### src/rtl/apb_pkg.sv
// rtl/apb_pkg.sv - shared types and constants for the two-requester APB master
//
// Purpose: FSM state encoding, requester count and slave index constants used
// by apb_arb_master and apb_rr_arbiter.
// Ports: none (package).

package apb_pkg;

  typedef enum logic [1:0] {
    ST_IDLE   = 2'd0,
    ST_SETUP  = 2'd1,
    ST_ACCESS = 2'd2
  } apb_state_t;

  localparam int NUM_REQ = 2;

  // Value of the slave-select address bit for each slave.
  localparam logic SLV1 = 1'b0;
  localparam logic SLV2 = 1'b1;

endpackage

### src/rtl/apb_rr_arbiter.sv
// rtl/apb_rr_arbiter.sv - two-input round-robin arbiter
//
// Purpose: combinational one-hot grant; when both requesters are valid the one
// not granted last wins. The pointer moves only when advance_i is high.
// Ports:
//   pclk_i     clock
//   prst_i     synchronous active-high reset (pointer favours requester 0)
//   req_i      request vector
//   advance_i  a grant is being taken at this edge
//   grant_o    one-hot grant (0 when no request)

module apb_rr_arbiter
  import apb_pkg::*;
(
  input  logic               pclk_i,
  input  logic               prst_i,
  input  logic [NUM_REQ-1:0] req_i,
  input  logic               advance_i,
  output logic [NUM_REQ-1:0] grant_o
);

  // Index of the requester granted most recently. Reset to 1 so that
  // requester 0 wins the first contended round.
  logic last_q;

  always_comb begin
    grant_o = '0;
    if (req_i == 2'b11) begin
      grant_o = last_q ? 2'b01 : 2'b10;
    end else begin
      grant_o = req_i;
    end
  end

  always_ff @(posedge pclk_i) begin
    if (prst_i) begin
      last_q <= 1'b1;
    end else if (advance_i) begin
      last_q <= grant_o[1];
    end
  end

endmodule

### src/rtl/apb_arb_master.sv
// rtl/apb_arb_master.sv - round-robin two-requester APB master with timeout
//
// Purpose: arbitrates two local request ports onto one APB bus with two
// slaves, decodes the target slave from address bit SLAVE_SEL_BIT, runs the
// SETUP/ACCESS sequence with wait states and timeout, and returns a one-cycle
// registered response.
// Ports:
//   pclk_i, prst_i                   clock, synchronous active-high reset
//   req_valid_i/write/addr/wdata     per-requester request (packed x2)
//   req_grant_o                      combinational one-hot grant in IDLE
//   rsp_valid_o/id/rdata/err         response pulse
//   paddr_o, psel1_o, psel2_o, penable_o, pwrite_o, pwdata_o   APB request
//   pready1_i, pready2_i, prdata1_i, prdata2_i                 APB returns

module apb_arb_master
  import apb_pkg::*;
#(
  parameter int ADDR_WIDTH     = 32,
  parameter int DATA_WIDTH     = 32,
  parameter int SLAVE_SEL_BIT  = 8,
  parameter int TIMEOUT_CYCLES = 16
) (
  input  logic                    pclk_i,
  input  logic                    prst_i,
  input  logic [1:0]              req_valid_i,
  input  logic [1:0]              req_write_i,
  input  logic [2*ADDR_WIDTH-1:0] req_addr_i,
  input  logic [2*DATA_WIDTH-1:0] req_wdata_i,
  output logic [1:0]              req_grant_o,
  output logic                    rsp_valid_o,
  output logic                    rsp_id_o,
  output logic [DATA_WIDTH-1:0]   rsp_rdata_o,
  output logic                    rsp_err_o,
  output logic [ADDR_WIDTH-1:0]   paddr_o,
  output logic                    psel1_o,
  output logic                    psel2_o,
  output logic                    penable_o,
  output logic                    pwrite_o,
  output logic [DATA_WIDTH-1:0]   pwdata_o,
  input  logic                    pready1_i,
  input  logic                    pready2_i,
  input  logic [DATA_WIDTH-1:0]   prdata1_i,
  input  logic [DATA_WIDTH-1:0]   prdata2_i
);

  localparam int CNT_W = $clog2(TIMEOUT_CYCLES + 1);
  localparam logic [ADDR_WIDTH-1:0] LOW_MASK =
    ADDR_WIDTH'((64'd1 << SLAVE_SEL_BIT) - 64'd1);

  apb_state_t             state_q;
  logic [1:0]             arb_grant;
  logic                   sel_slv_q;
  logic                   cur_id_q;
  logic [CNT_W-1:0]       to_cnt_q;

  logic                   gnt_id;
  logic [ADDR_WIDTH-1:0]  gnt_addr;
  logic [DATA_WIDTH-1:0]  gnt_wdata;
  logic                   gnt_write;
  logic                   dec_ok;
  logic                   pready_sel;
  logic [DATA_WIDTH-1:0]  prdata_sel;

  apb_rr_arbiter u_arb (
    .pclk_i    (pclk_i),
    .prst_i    (prst_i),
    .req_i     (req_valid_i),
    .advance_i (|req_grant_o),
    .grant_o   (arb_grant)
  );

  // Grants are only offered in IDLE and never while reset is asserted.
  assign req_grant_o = (state_q == ST_IDLE && !prst_i) ? arb_grant : 2'b00;

  assign gnt_id    = arb_grant[1];
  assign gnt_addr  = gnt_id ? req_addr_i[2*ADDR_WIDTH-1:ADDR_WIDTH] : req_addr_i[ADDR_WIDTH-1:0];
  assign gnt_wdata = gnt_id ? req_wdata_i[2*DATA_WIDTH-1:DATA_WIDTH] : req_wdata_i[DATA_WIDTH-1:0];
  assign gnt_write = gnt_id ? req_write_i[1] : req_write_i[0];

  // Only the select bit and the slave-local bits below it may be set.
  assign dec_ok = (gnt_addr >> (SLAVE_SEL_BIT + 1)) == '0;

  assign pready_sel = (sel_slv_q == SLV2) ? pready2_i : pready1_i;
  assign prdata_sel = (sel_slv_q == SLV2) ? prdata2_i : prdata1_i;

  always_ff @(posedge pclk_i) begin
    if (prst_i) begin
      state_q     <= ST_IDLE;
      sel_slv_q   <= 1'b0;
      cur_id_q    <= 1'b0;
      to_cnt_q    <= '0;
      rsp_valid_o <= 1'b0;
      rsp_id_o    <= 1'b0;
      rsp_rdata_o <= '0;
      rsp_err_o   <= 1'b0;
      paddr_o     <= '0;
      psel1_o     <= 1'b0;
      psel2_o     <= 1'b0;
      penable_o   <= 1'b0;
      pwrite_o    <= 1'b0;
      pwdata_o    <= '0;
    end else begin
      rsp_valid_o <= 1'b0;
      case (state_q)
        ST_IDLE: begin
          if (|req_grant_o) begin
            cur_id_q <= gnt_id;
            if (!dec_ok) begin
              // Decode error: answer directly from IDLE without touching the bus.
              rsp_valid_o <= 1'b1;
              rsp_err_o   <= 1'b1;
              rsp_rdata_o <= '0;
              rsp_id_o    <= gnt_id;
            end else begin
              sel_slv_q <= gnt_addr[SLAVE_SEL_BIT];
              paddr_o   <= gnt_addr & LOW_MASK;
              pwrite_o  <= gnt_write;
              pwdata_o  <= gnt_wdata;
              psel1_o   <= (gnt_addr[SLAVE_SEL_BIT] == SLV1);
              psel2_o   <= (gnt_addr[SLAVE_SEL_BIT] == SLV2);
              state_q   <= ST_SETUP;
            end
          end
        end
        ST_SETUP: begin
          penable_o <= 1'b1;
          to_cnt_q  <= '0;
          state_q   <= ST_ACCESS;
        end
        ST_ACCESS: begin
          if (pready_sel || to_cnt_q == CNT_W'(TIMEOUT_CYCLES - 1)) begin
            psel1_o     <= 1'b0;
            psel2_o     <= 1'b0;
            penable_o   <= 1'b0;
            rsp_valid_o <= 1'b1;
            rsp_id_o    <= cur_id_q;
            rsp_err_o   <= !pready_sel;
            rsp_rdata_o <= (pready_sel && !pwrite_o) ? prdata_sel : '0;
            state_q     <= ST_IDLE;
          end else begin
            to_cnt_q <= to_cnt_q + 1'b1;
          end
        end
        default: state_q <= ST_IDLE;
      endcase
    end
  end

endmodule

### config.mk
export PLATFORM = sky130hd
export DESIGN_NAME = apb_arb_master
export DESIGN_NICKNAME = d
export VERILOG_FILES = /design/src/rtl/apb_pkg.sv /design/src/rtl/apb_rr_arbiter.sv /design/src/rtl/apb_arb_master.sv
export SDC_FILE = /design/constraint.sdc
export NUM_CORES = 1
export LEC_CHECK = 0
export ABC_AREA = 1
export BUFFER_PORTS_ARGS = -buffer_cell sky130_fd_sc_hd__buf_2
export CORE_AREA = 4 4 117 119
export CTS_BUF_LIST = sky130_fd_sc_hd__clkbuf_8
export CTS_CLUSTER_SIZE = 8
export DETAILED_ROUTE_END_ITERATION = 6
export DIE_AREA = 0 0 121 123
export PLACE_DENSITY = 0.76
export SLEW_MARGIN = 0
export SYNTH_ARGS = -nofsm -noshare
export SYNTH_HDL_FRONTEND = slang
export SYNTH_SLANG_ARGS = --single-unit
### constraint.sdc
create_clock -name pclk_i -period 1.7 [get_ports pclk_i]
set_input_delay 0.17 -clock pclk_i [delete_from_list [all_inputs] [get_ports pclk_i]]
set_output_delay 0.17 -clock pclk_i [all_outputs]
set_load 0.01 [all_outputs]
Yosys cells after proc, flatten, opt, wreduce, memory -nomap -nowiden:

Index checks and enable logic that the tools add are counted.

* $add $sub $neg: 1
* equality and inequality tests: 9
* mux-type cells: 39
* bitwise gates (word level): 1
* reduce and logical (&&, ||, !) cells: 18

Operator list (count)
* $mux W32: 7
* $pmux W32 S2: 1
* $logic_not A32 Y1: 1
* $mux W1: 16
* $mux W2: 6
* $pmux W1 S2: 6
* $pmux W5 S2: 1
* $ne A2 B2 Y1 const B: 4
* $reduce_and A4 Y1: 2
* $pmux W2 S3: 1
* $reduce_and A2 Y1: 3
* $reduce_and A3 Y1: 2
* $add A5 B1 Y5 const B: 1
* $eq A5 B4 Y1 const B: 1
* $mux W5: 1
* $eq A2 B2 Y1 const B: 2
* $reduce_bool A2 Y1: 2
* $logic_not A1 Y1: 3
* $eq A2 B1 Y1 const B: 1
* $logic_and A1 B1 Y1: 2
* $logic_not A2 Y1: 1
* $ne A2 B1 Y1 const B: 1
* $reduce_or A2 Y1: 1
* $logic_or A1 B1 Y1: 1
* $not A1 Y1: 1

* bits in registers: 89

Depth between registers and ports, before layout:

* depth in word-level cells: 7
* mapped depth: 13
* mapped depth without buffers: 11

Cells and area by module:

From an unflattened synthesis, not the netlist that was laid out.

* cell total of the unflattened synthesis: 745
* area, all modules: 4874.7 um^2

Modules (own cells, without submodules)
* apb_arb_master: times used 1, cells an instance 736, area an instance 4815.9 um^2
* apb_rr_arbiter: times used 1, cells an instance 9, area an instance 58.8 um^2

Worst setup path after synthesis:

No wires, ideal clock.

* kind: register -> register
* from: register state_q[1]
* to: register rsp_id_o
* arrival: 1478 ps
* required time: 1584 ps
* slack: 106 ps
* cell stages (with the launch flop): 12
* buffers on the path: 1
* clock period less this slack: 1594 ps
* cell sequence: dfxtp_1 nor2_2 nand2_1 nor2_1 nor2_2 inv_2 nand3_1 nand2_2 inv_2 buf_2 nor2_1 nor2_1

* cells in the longest elaborated chain, start to end: 6

Ends and longest elaborated chain
* start, declared: line apb_arb_master.sv:50 `apb_state_t state_q;`
* start signal, assigned: line apb_arb_master.sv:88 `state_q <= ST_IDLE;`
* start signal, assigned: line apb_arb_master.sv:121 `state_q <= ST_SETUP;`
* start signal, assigned: line apb_arb_master.sv:128 `state_q <= ST_ACCESS;`
* $logic_not A2 Y1: line apb_arb_master.sv:73 `assign req_grant_o = (state_q == ST_IDLE && !prst_i) ? arb_grant : 2'b00;`
* $logic_and A1 B1 Y1: line apb_arb_master.sv:73
* $mux W2: line apb_arb_master.sv:73
* net req_grant_o[1]: line apb_arb_master.sv:29 `output logic [1:0] req_grant_o,`
* $reduce_or A2 Y1: line apb_arb_master.sv:106 `if (|req_grant_o) begin`
* $ne A2 B1 Y1 (no source line)
* $reduce_and A4 Y1 (no source line)
* end signal, assigned: line apb_arb_master.sv:113 `rsp_id_o <= gnt_id;`
* end signal, assigned: line apb_arb_master.sv:136 `rsp_id_o <= cur_id_q;`
* end, declared: line apb_arb_master.sv:31 `output logic rsp_id_o,`

The timed path passes the listed nets, and every way through them passes these cells.
A chain may end at the register's enable or synchronous reset.

Worst setup path after layout:

* from: register u_arb.last_q
* to: register pwdata_o[17]

* cells in the longest elaborated chain, start to end: 5

Ends and longest elaborated chain
* start, declared: line apb_rr_arbiter.sv:24 `logic last_q;`
* start signal, assigned: line apb_rr_arbiter.sv:39 `last_q <= grant_o[1];`
* $mux W2 *: line apb_rr_arbiter.sv:29 `grant_o = last_q ? 2'b01 : 2'b10;`
* $mux W2 *: line apb_rr_arbiter.sv:28 `if (req_i == 2'b11) begin`
* $mux W32 or $mux W2 (tied branches): line apb_arb_master.sv:76, apb_arb_master.sv:73
* $logic_not A32 Y1 or $reduce_or A2 Y1 (tied branches): line apb_arb_master.sv:81, apb_arb_master.sv:106
* $reduce_and A3 Y1 (no source line)
* end signal, assigned: line apb_arb_master.sv:118 `pwdata_o <= gnt_wdata;`
* end, declared: line apb_arb_master.sv:39 `output logic [DATA_WIDTH-1:0] pwdata_o,`

Mark *: on every way between the ends. The rest lies on a longest branch, timed or not.

==> impl_metrics.yaml <==
run_status:
  outcome: "completed"
synth:
  synthTopCellsByCount: "nor2_1, nand2_1, dfxtp_1, inv_1, mux2_2"
  ys_warn_count: 0
  avgSynthCellArea_um2: 6.92
  synth-seq-cells: 89
  yosysUniqueCellTypes: 29
  yosysTopAreaCell: "dfxtp_1"
  synthCells: 716
  yosysMostFrequentCell: "nor2_1"
  synthFlopType: "dfxtp_1"
  yosysTopAreaCellShare: 0.360
  synthTopCellsByArea: "dfxtp_1, nor2_1, nand2_1, mux2_2, mux2i_1"
  synth_edf_count: 0
  synth-async-reset-ratio: 0
  synth_area_um2: 4950
  yosysSeqAreaShare: 0.360
routing:
  dr.pass1.iters: 4
  vias: 5402
  wire_per_inst_um: 14.0
  final_antenna_net_count: 0
  route.detailed.drc: 0
  viasPerCell: 4.58
  drt_iter0_markers: 221
  routed_wl_um: 16600
global_routing:
  antenna_found_initial: 0
  grt_pass1_wl_um: 23000
  grt_max_degree: 67
  grt_pass1_vias: 4918
  overflow: 0
  grt_usage: 0.194
die:
  die_x_um: 121
  fp.dieH_um: 123
  rows: 41
  coreArea_um2: 12600
  io_pins: 305
  dieArea_um2: 14900
  start_util: 0.394
sta:
  final-max-slew-violation-count: 0
  setup_viol: 0
  min_period_ps: 1700
  max_freq_mhz: 588
  finalHoldViolCount: 0
  slew_headroom: 0.620
  setup_slack_ps: 0.714
  finalCritPeriodShare: 1.00
  fin_worst_skew_ps: 14.1
  worst_pin_slew_ps: 570
  rsz0062_at_grt: "yes"
clock_tree:
  numCtsBuffers: 9
  clk_pin_slew_worst_paths_ps: 90
  clock_sinks: 89
  cts_max_level: 3
  postCtsHoldBufs: 0
  cts_tree: "yes"
  insertion_delay_ps: 370
  cts_max_path_buffers: 2
  cts_root_buf: "clkbuf_8"
power_and_ir_drop:
  p_per_area_nw_per_um2: 650
  leakage_nw: 3.88
  ir_drop_uv: 318
finish:
  regArea_um2: 1790
  area_growth_pct: 47.1
  multi_input_area_um2: 2820
  finish.utilization: 0.580
  fillers: 1195
  drive_gt1_frac: 0.438
  n_antenna_cell: 0
  final_nets: 1205
placement:
  dpl_worst_slack_ps: -4.34
  io_buffers: 280
  gp_congestion: 0.809
  dp_hpwl_um: 11700
worst_setup_path:
  arrival_ps: 1960
  start_kind: "flip-flop"
  path_class: "flip-flop to flip-flop"
  worstPathMaxFanout: 8
  reg2reg_slack_ps: 0.7
  worst-path-buf-inv: 2
  end_kind: "flip-flop"
  cp_top_family: "simple AND/OR/NAND/NOR gates"
  path_cells: "nand2_2 -> nand2_4 -> nor3_4 -> nand2_2 -> nand2_4 -> buf_12 -> nand3_2 -> buf_6 -> nor2_1 -> nor2_1"
  cp.required_ps: 1960
  cp_slowest_stage_delay_ps: 340
  cp_slowest_cell: "dfxtp_2"
run:
  maxCapViolCount: 0
min_path:
  hold_class: "input pin to flip-flop"
cell families (layout without fill, tap and decap cells):
logic type,count (synthesis),after routing,synth area share
compound gates,46,46,0.0467
xor+xnor,1,1,0.00177
fa+ha+maj,2,2,0.00505
buf+inv,144,412,0.137
flops,89,89,0.360
mux,74,74,0.160
other cells,1,24,0.000757
simple gates,359,360,0.289
layout make-up:
class	instances	share of cell area
Clock buffer	10	0.0189
Clock inverter	6	0.0115
Inverter	81	0.0431
Multi-Input combinational cell	507	0.387
Sequential cell	89	0.246
Tap cell	172	0.0295
Timing Repair Buffer	315	0.264
path summary, 6_finish.rpt:
check                 endpoint             from  cells past startpoint
setup / recovery  pwdata_o[17]     u_arb.last_q                     10
hold / removal    pwdata_o[10]  req_wdata_i[42]                      4
setup reg to reg  pwdata_o[17]     u_arb.last_q                     10
hold reg to reg    to_cnt_q[3]      to_cnt_q[3]                      2
what timing repair did:
item,in CTS,in global routing
gates resized for setup,1,98
buffers inserted,0,2
gates cloned,0,13
endpoints found under the hold margin,0,0
pin swaps,0,17
endpoints found under the setup margin,2,80
flip-flops by register name, summed over array words and instances (netlist names), 2 cells and up:
name	cells
to_cnt_q	5
state_q	2
pwdata_o	32
rsp_rdata_o	32
paddr_o	8
worst min-delay path: stages:
cell,delay [ps]
buf_2,70
mux2_2,130
nor2_1,40
nor2_2,70
metal layers:
metal  up-vias  track usage  part of all wire
met3        25       0.0439             0.079
met2       235        0.347              0.52
li1       2756            -                 -
met1      2386        0.225              0.38
met4         0       0.0765             0.024
met5         -            0                 0
per-stage QoR:
stage          instance area [um^2]  TNS (ps)  hold slack (ps)  cells  power (mW)
6_report                       7290         0              143   1180        4.74
3_3_place_gp                   6520         0              451   1149        3.06
5_1_grt                        7290     -2930              145   1180        4.98
2_1_floorplan                  5040         0              362    739        2.69
4_1_cts                        6750         0              136   1165        4.69
3_5_place_dp                   6520     -4.34              456   1149        3.07
power breakdown:
group          total, mW  switching (mW)  internal (mW)  leakage [nW]
sequential          2.20          0.0417           2.16         0.726
combinational      0.913           0.452          0.461          3.04
clock               1.63           0.767          0.861         0.115
cell usage in the layout (no fill, tap or decap), types with 8 or more instances in the layout:
cell | synthesis | final
mux2i_1 | 33 | 32
nand2_1 | 125 | 103
nor3_1 | 33 | 32
mux2_2 | 41 | 41
o21ai_1 | 4 | 15
dfxtp_1 | 89 | 84
inv_1 | 77 | 78
o21ai_0 | 36 | 24
nor2_1 | 180 | 155
nand3_1 | 10 | 8
buf_12 | 0 | 9
nand2_2 | 2 | 18
nor2_2 | 3 | 22
clkbuf_8 | 0 | 10
conb_1 | 1 | 24
buf_2 | 20 | 280
buf_4 | 25 | 12
Power figures use the tool's default switching activity.
